<file path="config.mk">
export PLATFORM = sky130hd
export DESIGN_NAME = instr_encoder
export DESIGN_NICKNAME = d
export VERILOG_FILES = /design/src/rtl/instr_encoder.sv
export SDC_FILE = /design/constraint.sdc
export NUM_CORES = 1
export LEC_CHECK = 0
export CORE_MARGIN = 2
export CORE_UTILIZATION = 39
export CTS_CLUSTER_DIAMETER = 30
export DETAILED_ROUTE_END_ITERATION = 8
export PLACE_DENSITY = 0.74
export SLEW_MARGIN = 15
export SYNTH_ARGS = -nofsm -noshare
export SYNTH_HDL_FRONTEND = slang
export SYNTH_SLANG_ARGS = --single-unit
</file>
<file path="constraint.sdc">
create_clock -name clk -period 1.5 [get_ports clk]
set_clock_uncertainty 0.05 [all_clocks]
set_input_delay 0.3 -clock clk [delete_from_list [all_inputs] [get_ports clk]]
set_output_delay 0.3 -clock clk [all_outputs]
set_load 0.005 [all_outputs]
</file>
<file path="src/rtl/instr_encoder.sv">
// instr_encoder: loads host instructions into instruction memory, one write per two cycles.
// Define ENC_CHECK_EN to compile in the operand legality check and the ERR path.
`ifndef IMEMADDRW
`define IMEMADDRW 10
`endif
`ifndef OPR_W
`define OPR_W 6
`endif
`ifndef SRC_W
`define SRC_W 9
`endif

module instr_encoder (
   input  logic                         clk,
   input  logic                         rst_b,
   input  logic                         start,
   input  logic [`IMEMADDRW-1:0]        base_addr,
   input  logic                         req_valid,
   output logic                         req_ready,
   input  logic [`OPR_W-1:0]            req_opr,
   input  logic [2:0]                   req_mode,
   input  logic [`SRC_W-4:0]            req_field,
   input  logic                         req_last,
   output logic                         imem_we_b,
   output logic [`IMEMADDRW-1:0]        imem_addr,
   output logic [`OPR_W+`SRC_W-1:0]     imem_wdata,
   output logic                         busy,
   output logic                         done,
   output logic                         err,
   output logic [`IMEMADDRW-1:0]        err_addr,
   output logic [`IMEMADDRW:0]          instr_cnt
);
   localparam int unsigned AW = `IMEMADDRW;
   localparam int unsigned OW = `OPR_W;
   localparam int unsigned FW = `SRC_W - 3;
   localparam int unsigned WW = `OPR_W + `SRC_W;

   typedef enum logic [2:0] {IDLE, RUN, WRITE, DONE, ERR} state_t;

   state_t          state_q, state_d;
   logic [AW-1:0]   ptr_q, ptr_d;
   logic [WW-1:0]   word_q, word_d;
   logic            last_q, last_d;
   logic [AW:0]     cnt_q, cnt_d;
   logic            legal;

`ifdef ENC_CHECK_EN
   logic            err_q, err_d;
   logic [AW-1:0]   eaddr_q, eaddr_d;
   logic            fld_idx;
   logic            opr_noidx;

   // Fields 32/33 name the index registers; some opcodes may not use them directly.
   always_comb begin
      fld_idx   = (req_field == FW'(32)) || (req_field == FW'(33));
      opr_noidx = (req_opr == OW'(5)) || (req_opr == OW'(9)) || (req_opr == OW'(11));
      case (req_mode)
         3'b000:  legal = (req_field < FW'(8)) || (fld_idx && !opr_noidx);
         3'b010:  legal = 1'b1;
         3'b100:  legal = (req_field == '0);
         3'b101:  legal = fld_idx;
         default: legal = 1'b0;
      endcase
   end

   assign err      = err_q;
   assign err_addr = eaddr_q;
`else
   assign legal    = 1'b1;
   assign err      = 1'b0;
   assign err_addr = '0;
`endif

   always_comb begin
      state_d = state_q;
      ptr_d   = ptr_q;
      word_d  = word_q;
      last_d  = last_q;
      cnt_d   = cnt_q;
`ifdef ENC_CHECK_EN
      err_d   = err_q;
      eaddr_d = eaddr_q;
`endif
      case (state_q)
         IDLE, ERR: begin
            if (start) begin
               state_d = RUN;
               ptr_d   = base_addr;
               cnt_d   = '0;
`ifdef ENC_CHECK_EN
               err_d   = 1'b0;
`endif
            end
         end
         RUN: begin
            if (req_valid) begin
               word_d = {req_opr, req_mode, req_field};
               last_d = req_last;
               if (legal) begin
                  state_d = WRITE;
               end else begin
                  state_d = ERR;
`ifdef ENC_CHECK_EN
                  err_d   = 1'b1;
                  eaddr_d = ptr_q;
`endif
               end
            end
         end
         WRITE: begin
            ptr_d   = ptr_q + 1'b1;
            if (cnt_q != '1) cnt_d = cnt_q + 1'b1;
            state_d = last_q ? DONE : RUN;
         end
         DONE:    state_d = IDLE;
         default: state_d = IDLE;
      endcase
   end

   always_ff @(posedge clk or negedge rst_b) begin
      if (!rst_b) begin
         state_q <= IDLE;
         ptr_q   <= '0;
         word_q  <= '0;
         last_q  <= 1'b0;
         cnt_q   <= '0;
`ifdef ENC_CHECK_EN
         err_q   <= 1'b0;
         eaddr_q <= '0;
`endif
      end else begin
         state_q <= state_d;
         ptr_q   <= ptr_d;
         word_q  <= word_d;
         last_q  <= last_d;
         cnt_q   <= cnt_d;
`ifdef ENC_CHECK_EN
         err_q   <= err_d;
         eaddr_q <= eaddr_d;
`endif
      end
   end

   // Strobes decode straight from state so reset drops the write enable asynchronously.
   assign imem_we_b  = (state_q != WRITE);
   assign imem_addr  = ptr_q;
   assign imem_wdata = word_q;
   assign req_ready  = (state_q == RUN);
   assign busy       = (state_q != IDLE) && (state_q != ERR);
   assign done       = (state_q == DONE);
   assign instr_cnt  = cnt_q;

endmodule
</file>
## Word-level counts from Yosys, hierarchy flattened

Cells that the tools add are included.

- Register bits after elaboration: 40
- Bits of input ports: 30
- Output and inout port bits: 51
- Word-level logic and storage cells: 35

- Add/sub/neg operators: 2
- Eq/ne operators: 10
- Muxes and demuxes: 9
- Reductions and logical operators: 9

Operator list:

| cell | number |
|---|---|
| 11-bit 2-to-1 mux | 2 |
| 11-bit one-hot mux with 2 select lines | 1 |
| 10-bit one-hot mux with 2 select lines | 1 |
| 11-bit by 1-bit adder with 11-bit output (second input constant) | 1 |
| 11-bit inequality test (second input constant) | 1 |
| 10-bit by 1-bit adder with 10-bit output (second input constant) | 1 |
| 10-bit 2-to-1 mux | 1 |
| 3-bit one-hot mux with 3 select lines | 1 |
| 3-bit by 2-bit == test with 1-bit output (second input constant) | 2 |
| 3-bit 2-to-1 mux | 2 |
| 2-bit inequality test (second input constant) | 3 |
| 2-bit AND reduction | 3 |
| 3-bit by 1-bit == test with 1-bit output (second input constant) | 1 |
| 3-bit == test (second input constant) | 1 |
| 3-bit logical NOT | 1 |
| 3-bit by 2-bit inequality test with 1-bit output (second input constant) | 1 |
| 3-bit inequality test (second input constant) | 1 |
| 3-bit AND reduction | 1 |
| 3-bit nonzero test | 1 |
| 2-bit 2-to-1 mux | 1 |
| 2-bit nonzero test | 1 |
| 2-bit OR reduction | 1 |
| 1-bit logical AND | 1 |

## Depth between registers and ports, before layout

Gate-level depths: netlist of the first run.

- Depth in word-level cells: 4
- Mapped depth: 6

## Least setup slack after synthesis of the first run

Ideal clock, no wire load.

- Path type: reg-to-reg
- Start: register cnt_q[0] (netlist: instr_cnt[0])
- End: register cnt_q[6] (netlist: instr_cnt[6])
- Setup time: 126 ps
- Data arrival time: 1480 ps
- Slack: -156 ps
- Stages on the path, launching flop included: 6
- Buffers on the path: 0
- Cells stage by stage: dfrtp_1 ha_1 nand4_2 nor3_4 a31o_4 a221o_1

- Word-level cells in the longest chain between the ends: 3

Ends and longest elaborated chain:

| what | RTL line | RTL |
|---|---|---|
| start, declared | 44 | `logic [AW:0] cnt_q, cnt_d;` |
| start signal, assigned | 136 | `cnt_q <= cnt_d;` |
| 11-bit by 1-bit adder with 11-bit output or 11-bit inequality test (tied branches) | 112 | `if (cnt_q != '1) cnt_d = cnt_q + 1'b1;` |
| 11-bit 2-to-1 mux or 2-bit inequality test (tied branches) | n/a |  |
| 11-bit one-hot mux with 2 select lines or 3-bit AND reduction (tied branches) | n/a |  |

Several ways; a longest one is shown, not always the timed one. The select of a mux whose other input is x is not followed.
A chain may end at the register's enable or synchronous reset.

## Worst setup path in the final report of the first run

- Start: register state_q[0]
- End: register cnt_q[6] (netlist: instr_cnt[6])

- Word-level cells in the longest chain between the ends: 4

Ends and longest elaborated chain:

| what | RTL line | RTL |
|---|---|---|
| start, declared | 40 | `state_t state_q, state_d;` |
| start signal, assigned | 132 | `state_q <= state_d;` |
| 3-bit == test or 3-bit logical NOT (tied branches) | 84 | `case (state_q)` |
| 2-bit OR reduction | 84 |  |
| 2-bit inequality test (no line) or 2-bit nonzero test (tied branches) | n/a |  |
| 3-bit AND reduction (no line) | n/a |  |

Several ways; a longest one is shown, not always the timed one.

==> out/metrics.cfg, run 1 <==
[worst_setup_path]
worstRegToRegCells=5
rr_startpoint=state_q[0]
crit_required_ns=1.63
cp_top_family=compound AO/OA/AOI/OAI gates
crit_path_start=state_q[0]
crit_path_end_kind=flop
crit_chain=buf_6 -> buf_6 -> o21bai_4 -> a31o_4 -> a221o_1
start_kind=flop
cp_num_buf_inv=2
path_max_fanout=7
worstPathArrival_ns=1.70
slowest_delay_ns=0.42
path_class=reg2reg
path_depth=5
path_common_cell=buf_6
cp_slowest_cell=dfrtp_1

[die]
num_io_pins=81
die_w_um=75.9
core-area_sq_um=5040
initial_utilization_pct=40.0
die_h_um=75.9
dieArea_sq_um=5770
core.rowCount=26

[job]
maxCapViolations=0

[finish]
final_area_sq_um=3380
final_nets=332
finish.utilization_pct=67.1
antenna_cells=0
instances_no_fill=371
area_growth_pct=67.7
drive_gt1_share_pct=37.5

[global_route]
grt_pass1_vias=1891
grt_start_max_net_pins=25
track_usage_pct=19.1
antenna_found_initial=0
grt_overflow=0
grt_first_pass_wirelength_mm=8.89

[status]
status=finished, violations left
violations=setup timing

[cts]
cts_tree=yes
htree_levels=2
clkLatencyLatePin_ns=0.30
clkTransAtPathRegs_ns=0.08
clock_path_buffers=2
clock-root-buffer=clkbuf_8
cts.sinks=39
cts_made_buffers=5

[timing]
timing.final.crit_share_pct=105
rsz0062_at_grt=true
finalSetupViolations=22
fin_ws_ns=-0.0710
period_minus_slack_ns=1.57
clock.fmax_mhz=637
setup_tns_ns=-0.465
hold_violations=0
slew_viol_final=0

[yosys]
synth_edf_count=0
synthTopCellsByCount=39 x dfrtp_1, 14 x mux2_2, 11 x buf_4
async_flop_share_pct=100
synth_most_common_cell=dfrtp_1
synth.top_cell.area_share_pct=48.4
synth_cells=180
ys.flop_type=dfrtp_1
syn_area_per_cell_sq_um=11.2
netlist_area_sq_um=2020
ys_types=55
ys_seq_elements=39
yosysTopAreaCell=dfrtp_1
seq_area_frac_synth_pct=48.4
synth.area.top_cells=dfrtp_1 48%, mux2_2 7.8%, buf_4 4.1%
yosysWarnings=0

[placed_design]
placed_cell_area_sq_um=2950
dp.cells=336
dp_slack_ns=-0.296
gp_congestion=0.790
dp_hpwl_mm=3.67
portBuffers=69

[power_and_ir_drop]
power.density_nw_per_um2=1740
p_leak_uw=0.00167
peakVddDrop_uv=985

[drt]
post_drt_wl_per_cell_um=15.3
wirelength_mm=5.69
first_pass_iters=4
drtIter0Drc=122
drc=0
vias=1917
viasPerCell=5.17
ant_nets=0

[hold_path]
hold_path_class=in2async

-- sequential cells by signal, indices dropped and copies added (netlist names) --
| signal | cells |
|---|---|
| imem_addr | 10 |
| imem_wdata | 15 |
| instr_cnt | 11 |
| last_q | 1 |
| state_q | 2 |
-- kinds of logic (layout without fill, tap and decap cells) --
group / Yosys count / count (layout) / share of synthesized area, %
flip-flops: 39 / 39 / 48.4
buffers and inverters: 24 / 135 / 7.56
AND/OR/NAND/NOR: 55 / 55 / 16.9
multiplexers: 17 / 17 / 9.42
AO/OA/AOI/OAI: 42 / 42 / 16.4
adder cells (fa/ha/maj): 2 / 2 / 1.24
other: 1 / 11 / 0.186
-- what timing repair did --
action	CTS	global route
buffers inserted	24	2
resized for setup	57	23
hold buffers	1	0
pin swaps	7	12
setup endpoints to repair	41	44
cloned	0	1
hold endpoints to repair	15	0
-- routing by layer --
layer	GRT usage [%]	vias to the layer above	wire (um)
met4	7.45	0	115
met2	32.3	72	2960
met3	5.60	15	319
met1	23.1	944	2300
met5	0	-	0
li1	-	886	-
-- worst reg2reg max path: stages (launching register included) --
cell	delay [ns]
dfrtp_1	0.42
buf_6	0.14
buf_6	0.12
o21bai_4	0.17
a31o_4	0.25
a221o_1	0.32
-- worst paths after layout --
check | end | slack, ns
setup / recovery | instr_cnt[6] | -0.07
hold / removal | imem_wdata[11] | 0.40
setup reg to reg | instr_cnt[6] | -0.07
hold reg to reg | state_q[1] | 0.43
max in group asynchronous | state_q[1] | 0.53
min in group clk | state_q[1] | 0.43
-- metrics by stage --
step	hold WS, ns	total power [uW]
final	0.405	5900
after global routing	0.442	6270
after CTS	0.407	5700
after detailed placement	0.187	4540
after global placement	0.193	4470
after floorplan	-0.0456	2970
-- cell usage in the layout (no fill, tap or decap), types with 2 or more instances in the layout --
| master | n |
|---|---|
| mux2_2 | 13 |
| nor4_1 | 2 |
| nand3_1 | 6 |
| inv_1 | 3 |
| mux2_4 | 2 |
| clkbuf_8 | 6 |
| buf_12 | 3 |
| o311a_1 | 2 |
| a211oi_2 | 4 |
| buf_6 | 11 |
| dfrtp_1 | 32 |
| a21oi_1 | 6 |
| dfrtp_2 | 7 |
| o21ai_0 | 6 |
| and3_1 | 4 |
| nor2_1 | 10 |
| a311oi_2 | 4 |
| clkdlybuf4s50_1 | 28 |
| dlygate4sd2_1 | 31 |
| a311oi_1 | 2 |
| nand2_1 | 8 |
| buf_4 | 39 |
| a211o_1 | 4 |
| conb_1 | 11 |
| and2_4 | 2 |
| a31oi_1 | 2 |
| dlymetal6s2s_1 | 6 |
| nor3_1 | 6 |
-- where the power goes --
part / switching (uW) / total, uW / internal, uW
clock network: 391 / 930 / 539
registers: 248 / 1730 / 1490
logic: 1320 / 3230 / 1910
-- area by class of cell --
type | count | area (sq um)
fillers | 410 | 1660
clock buffers | 6 | 82.6
multi-input cells | 127 | 1020
clock inverters | 2 | 35.0
inverters | 5 | 21.3
well taps | 70 | 87.6
flip-flops and latches | 39 | 985
repair buffers | 122 | 1150
No activity file was read; power rests on OpenSTA's default activity.
==> run 2: changes to the inputs <==
CTS_CLUSTER_DIAMETER = 100   (was 30)
HOLD_SLACK_MARGIN = 0.05   (was default)
==> results of run 2 <==
Same layout as run 1: the final DEF is identical, and so are final timing and power.
